[src/rtl/stage2_index_fetch.sv]
// Stage 2 of the PPU memory-index path: dedups stage1 word indices, reads the index RAM
// and queues {addr, data} pairs in a show-ahead FIFO guarded by credit-based issue.
module stage2_index_fetch #(
    parameter int unsigned DATA_W = 32,
    parameter int unsigned DEPTH  = 8,
    parameter int unsigned CNT_W  = 16
) (
    input  logic                   core_sp_clk_i,
    input  logic                   rst_ni,
    input  logic [10:0]            index_addr_i,
    input  logic                   fifo_write_i,
    output logic                   idx_rd_en_o,
    output logic [10:0]            idx_rd_addr_o,
    input  logic [DATA_W-1:0]      idx_rd_data_i,
    output logic                   out_valid_o,
    output logic [10:0]            out_addr_o,
    output logic [DATA_W-1:0]      out_data_o,
    input  logic                   out_ready_i,
    output logic [$clog2(DEPTH):0] fifo_level_o,
    output logic [CNT_W-1:0]       overflow_cnt_o
);
    localparam int unsigned PtrW  = $clog2(DEPTH);
    localparam int unsigned UsedW = PtrW + 2;

    logic              have_last_q, have_last_d;
    logic [10:0]       last_addr_q, last_addr_d;
    logic              pending_q, pending_d;
    logic [10:0]       pend_addr_q, pend_addr_d;
    logic              rd_en_q, rd_en_d;
    logic [10:0]       rd_addr_q, rd_addr_d;
    logic              ret_q;
    logic [10:0]       ret_addr_q;
    logic [PtrW-1:0]   wptr_q, wptr_d;
    logic [PtrW-1:0]   rptr_q, rptr_d;
    logic [PtrW:0]     level_q, level_d;
    logic [CNT_W-1:0]  ovf_q, ovf_d;
    logic [10:0]       mem_addr_q [DEPTH];
    logic [DATA_W-1:0] mem_data_q [DEPTH];

    logic             new_req;
    logic             issue;
    logic             push;
    logic             pop;
    logic             supersede;
    logic [UsedW-1:0] used;

    always_comb begin
        new_req   = fifo_write_i && (!have_last_q || (index_addr_i != last_addr_q));
        // Credit covers FIFO entries plus reads still travelling through the RAM.
        used      = UsedW'(level_q) + UsedW'(rd_en_q) + UsedW'(ret_q);
        issue     = pending_q && (used < UsedW'(DEPTH));
        push      = ret_q;
        pop       = (level_q != '0) && out_ready_i;
        supersede = new_req && pending_q && !issue;

        have_last_d = have_last_q;
        last_addr_d = last_addr_q;
        pending_d   = pending_q;
        pend_addr_d = pend_addr_q;
        if (new_req) begin
            have_last_d = 1'b1;
            last_addr_d = index_addr_i;
            pending_d   = 1'b1;
            pend_addr_d = index_addr_i;
        end else if (issue) begin
            pending_d = 1'b0;
        end

        rd_en_d   = issue;
        rd_addr_d = issue ? pend_addr_q : rd_addr_q;

        ovf_d  = (supersede && !(&ovf_q)) ? ovf_q + 1'b1 : ovf_q;

        wptr_d = push ? wptr_q + 1'b1 : wptr_q;
        rptr_d = pop ? rptr_q + 1'b1 : rptr_q;
        unique case ({push, pop})
            2'b10:   level_d = level_q + 1'b1;
            2'b01:   level_d = level_q - 1'b1;
            default: level_d = level_q;
        endcase
    end

    always_ff @(posedge core_sp_clk_i or negedge rst_ni) begin
        if (!rst_ni) begin
            have_last_q <= 1'b0;
            last_addr_q <= '0;
            pending_q   <= 1'b0;
            pend_addr_q <= '0;
            rd_en_q     <= 1'b0;
            rd_addr_q   <= '0;
            ret_q       <= 1'b0;
            ret_addr_q  <= '0;
            wptr_q      <= '0;
            rptr_q      <= '0;
            level_q     <= '0;
            ovf_q       <= '0;
        end else begin
            have_last_q <= have_last_d;
            last_addr_q <= last_addr_d;
            pending_q   <= pending_d;
            pend_addr_q <= pend_addr_d;
            rd_en_q     <= rd_en_d;
            rd_addr_q   <= rd_addr_d;
            ret_q       <= rd_en_q;
            ret_addr_q  <= rd_addr_q;
            wptr_q      <= wptr_d;
            rptr_q      <= rptr_d;
            level_q     <= level_d;
            ovf_q       <= ovf_d;
        end
    end

    // Storage needs no reset: the head is masked while the FIFO is empty.
    always_ff @(posedge core_sp_clk_i) begin
        if (push) begin
            mem_addr_q[wptr_q] <= ret_addr_q;
            mem_data_q[wptr_q] <= idx_rd_data_i;
        end
    end

    assign idx_rd_en_o    = rd_en_q;
    assign idx_rd_addr_o  = rd_addr_q;
    assign out_valid_o    = (level_q != '0);
    assign out_addr_o     = out_valid_o ? mem_addr_q[rptr_q] : '0;
    assign out_data_o     = out_valid_o ? mem_data_q[rptr_q] : '0;
    assign fifo_level_o   = level_q;
    assign overflow_cnt_o = ovf_q;

endmodule

[config.mk]
export PLATFORM = sky130hd
export DESIGN_NAME = stage2_index_fetch
export DESIGN_NICKNAME = d
export VERILOG_FILES = /design/src/rtl/stage2_index_fetch.sv
export SDC_FILE = /design/constraint.sdc
export NUM_CORES = 1
export LEC_CHECK = 0
export BUFFER_PORTS_ARGS = -buffer_cell sky130_fd_sc_hd__buf_4
export CAP_MARGIN = 40
export CORE_ASPECT_RATIO = 1.5
export CORE_UTILIZATION = 25
export CTS_BUF_LIST = sky130_fd_sc_hd__clkbuf_2
export CTS_CLUSTER_SIZE = 24
export DETAILED_ROUTE_END_ITERATION = 10
export PLACE_DENSITY = 0.42
export RECOVER_POWER = 50
export SYNTH_ARGS = -nofsm -noshare
export SYNTH_HDL_FRONTEND = slang
export SYNTH_SLANG_ARGS = --single-unit
export TNS_END_PERCENT = 20
[constraint.sdc]
create_clock -name core_sp_clk_i -period 5.2 [get_ports core_sp_clk_i]
set_clock_uncertainty 0.1 [all_clocks]
set_input_delay 1.04 -clock core_sp_clk_i [delete_from_list [all_inputs] [get_ports core_sp_clk_i]]
set_output_delay 1.04 -clock core_sp_clk_i [all_outputs]
set_load 0.1 [all_outputs]
Yosys cells after proc, flatten, opt, wreduce, memory -nomap -nowiden
Memories as Yosys holds them, arrays and structs flattened.
Cells that the tools add are included.
{ "totals": {"input_bits": 47, "n_memories": 2, "output_inout_bits": 76, "reg_bits": 63, "mem_bits_rw": 344} }
{ "op_classes": {"reduce_logical": 14, "order_cmp": 1, "add_sub_neg": 7, "eq_ne": 3, "n_mux": 7} }
{ "mem_list": {"columns": ["memory", "words", "word_bits", "rd", "rd_clocked_by_memory_dff", "wr", "line", "rtl"], "rows": [
  ["mem_data_q", 8, 32, 1, 0, 1, "38", "logic [DATA_W-1:0] mem_data_q [DEPTH];"],
  ["mem_addr_q", 8, 11, 1, 0, 1, "37", "logic [10:0] mem_addr_q [DEPTH];"]
]} }
{ "op_table": {"columns": ["op", "count"], "rows": [
  ["$mux W32", 1],
  ["$add A16 B1 Y16 const B", 1],
  ["$reduce_and A16 Y1", 1],
  ["$mux W11", 1],
  ["$ne A11 B11 Y1", 1],
  ["$pmux W4 S2", 1],
  ["$add A3 B1 Y3 const B", 2],
  ["$logic_and A1 B1 Y1", 6],
  ["$add A4 B1 Y5", 1],
  ["$add A5 B1 Y5", 1],
  ["$lt A5 B4 Y1 const B", 1],
  ["$add A4 B1 Y4 const B", 1],
  ["$mux W1", 4],
  ["$reduce_bool A2 Y1", 2],
  ["$reduce_bool A4 Y1", 1],
  ["$sub A4 B1 Y4 const B", 1],
  ["$logic_not A1 Y1", 3],
  ["$eq A2 B1 Y1 const B", 1],
  ["$eq A2 B2 Y1 const B", 1],
  ["$logic_or A1 B1 Y1", 1]
]} }

Depth between registers and ports, before layout
{ "logic_depth": {"ltp_word": 7, "mapped_depth": 12} }

Worst setup path after synthesis
No wires, ideal clock.
{ "synth_path": {"path_type": "register -> register", "start": "register wptr_q[1]", "end": "memory mem_addr_q[0][0] (enable)", "arrival_ns": 3.519, "setup_time_ns": 0.497, "n_path_buf": 0, "setup_slack_ns": 1.084, "period_less_slack_ns": 4.116, "stages_incl_launch_ff": 3, "path_cell_list": "dfrtp_1 -> nand2b_1 -> nor3_1"} }
{ "synth_rtl": {"columns": ["item", "line", "rtl"], "rows": [
  ["from (decl)", "33", "logic [PtrW-1:0] wptr_q, wptr_d;"],
  ["from (signal assigned)", "106", "wptr_q <= wptr_d;"],
  ["to (decl)", "37", null]
]} }
Straight into the memory's write port.

Final worst setup path
{ "layout_path": {"start": "register rptr_q[0]", "end": "output port out_data_o[23]"} }
{ "layout_via": {"elab_chain_len": 2} }
{ "layout_lines": {"columns": ["item", "line", "rtl"], "rows": [
  ["from (decl)", "34", "logic [PtrW-1:0] rptr_q, rptr_d;"],
  ["from (signal assigned)", "107", "rptr_q <= rptr_d;"],
  ["$mem_v2 Z8 W32", null, null],
  ["$mux W32", "125", "assign out_data_o = out_valid_o ? mem_data_q[rptr_q] : '0;"],
  ["to (decl)", "17", "output logic [DATA_W-1:0] out_data_o,"]
]} }
Every way passes these cells.

==> results.txt <==
CP Class = register to primary output
Syn_nets = 821
Hold Crit Class = register to register
Detail Route Antenna Nets = 0
Violated checks = capacitance limit, slew limit
Mapped Cells = 767
Setup TNS = 0 ns
Post-CTS setup buffer count = 0
Vias per inst = 4.308
CP max FO = 32
Post-route core utilization = 30.64%
Chip height = 309.9 µm
Initial antenna violation count = 3
Fin crit share = 88.25%
TritonCTS clock tree = done
Critical Path End Type = primary output
Max-slew headroom = -73.87%
First-pass GRT wire length = 57510 µm
Grt ovf = 0
Synthesized area = 15800 µm²
DRC viols = 0
Setup violators final = 0
Die ar. = 64230 µm²
Largest net degree at the start of global routing = 45
GRT Util Overall = 12.23%
Seq cells post-synth = 407
GP Congestion = 0.6832
Post-synth cell types = 37
Endpoints failing hold = 0
Worst path arrival time = 3.45 ns
Post-detail-place hpwl = 21960 µm
IO Port Bufs = 122
Clk sinks = 407
P&R area growth vs syn = 20.93%
Commonest cells after routing, fill and taps aside = 344 x edfxtp_1, 146 x clkbuf_2, 97 x buf_4
I/O pins = 123
CTS buffer count = 102
Die width = 207.3 µm
RSZ-0062 raised after global routing = no
Status = finished, violations left
WL/cell = 19.87 µm
F_max = 0.2179 GHz
WP data required = 4.06 ns
CTS root buffer = clkbuf_2
Max-capacitance violation count = 3
Initial drt markers = 334
Max-slew violation count = 82
Number of flops mapped to enable cells by yosys = 344
Initial Utilization = 25.34%
Yosys warnings = 0
Vias in the first global route = 9249
Fillers = 6156
Clk pin slew, worst setup/hold paths = 0.10 ns
CTS Buffer Depth = 3
Top_reg_cell synth = edfxtp_1
Critical Path Source Type = register
Detailed-route via count = 8181
Nets = 1083
Clk_lat worst skew = 1.03 ns
Final setup margin = 0.6112 ns
Ratio of cells with drive above 1 in the final layout = 35.82%
Crit path time final = 4.589 ns
Final wirelength = 37730 µm
Worst-Margin Slew = 2.608 ns
Commonest non-fill, non-tap cell in the layout = edfxtp_1
Row count = 112
Core Region = 62360 µm²
Pre-CTS WS = 1.519 ns
Sequential share of the synthesized area = 75.36%
Async set or reset register ratio after synthesis = 15.48%
1st-pass router iterations = 4
H-tree levels = 3
Post-cts resize count = 0
Synthesized area per cell = 20.60 µm²
[sequential cells by signal, summed over array words and instances, names as in the netlist]
name and flops:
mem_data_q 256, mem_addr_q 88, overflow_cnt_o 16, idx_rd_addr_o 11
pend_addr_q 11, ret_addr_q 11, fifo_level_o 4, rptr_q 3
wptr_q 3, have_last_q 1, idx_rd_en_o 1, pending_q 1
push 1
[layout make-up]
class                      count  area, µm²  share of cell area [%]
clock inverter                29      176.4                  0.9234
antenna                        1      2.502                 0.01310
sequential                   407      11920                   62.38
timing repair buffer         193       1495                   7.826
multi-input combinational    321       3770                   19.73
clock buffer                 146      730.7                   3.824
tap                          798      998.5                   5.226
inverter                       4      15.01                 0.07859
[synthesized netlist by cell type (5+ instances only)]
cell type  number  area (µm²)
mux4_2         86        1937
ha_1            7       87.58
nand4_1        10       62.56
xor2_1         19       166.4
xnor2_1        15       131.4
mux2i_1        43       430.4
nor3_1          8       40.04
clkbuf_1       19       71.32
buf_2          11       55.05
mux2_2         26       292.8
dfrtp_1        63        1577
nor2_1         50       187.7
nand2b_1        7       43.79
nand2_1        16       60.06
buf_1           5       18.77
edfxtp_1      344       10330
[cells by family after synthesis]
family,Yosys count,synth area share [%]
DFF,407,75.36
muxes,156,16.91
and+or+nand+nor,116,3.881
buffers and inverters,39,1.014
xor gates and xnor gates,34,1.885
AOI/OAI and AO/OA,8,0.3960
adders and majority gates,7,0.5543
[layer usage]
metal | routed length (µm) | global-route usage, %
met5 | 11 | 0
met4 | 922 | 5.779
met2 | 19490 | 21.50
met3 | 1936 | 3.320
met1 | 15380 | 13.78
[path summary, 6_finish.rpt]
path	from	endpoint	slack (ns)	depth (start not counted)
min reg2reg	idx_rd_addr_o[2]$_DFFE_PN0P_	ret_addr_q[2]$_DFF_PN0_	0.29	0
min in group asynchronous	rst_ni	pend_addr_q[7]$_DFFE_PN0P_	0.64	2
min	idx_rd_addr_o[2]$_DFFE_PN0P_	ret_addr_q[2]$_DFF_PN0_	0.29	0
max reg2reg	push$_DFF_PN0_	mem_data_q[7][26]$_DFFE_PP_	1.91	4
max in group asynchronous	rst_ni	rptr_q[2]$_DFFE_PN0N_	0.94	3
max	rptr_q[0]$_DFFE_PN0N_	out_data_o[23]	0.61	5
[critical path: stages (launching register included)]
cell and delay [ns]:
dfrtp_4 0.92, buf_4 0.44, mux4_2 0.54, mux2i_1 0.21, nor2_1 0.07, buf_4 0.27
[metrics by stage]
stage,cell area [µm²],cells,hold WS (ns)
2_1_floorplan,15800,767,0.3343
3_3_place_gp,17790,1671,0.2866
3_5_place_dp,17990,1679,0.3050
4_1_cts,19340,1898,0.08500
5_1_grt,19110,1899,0.2355
6_report,19110,1899,0.2910
[repair_timing]
| item | in CTS | in global routing |
|---|---|---|
| hold buffers | 44 | 0 |
| setup endpoints to repair | 0 | 0 |
| hold endpoints to repair | 321 | 0 |
Power is not shown: default switching activity piles up to over one toggle a cycle in this logic, so the estimate is an artifact.
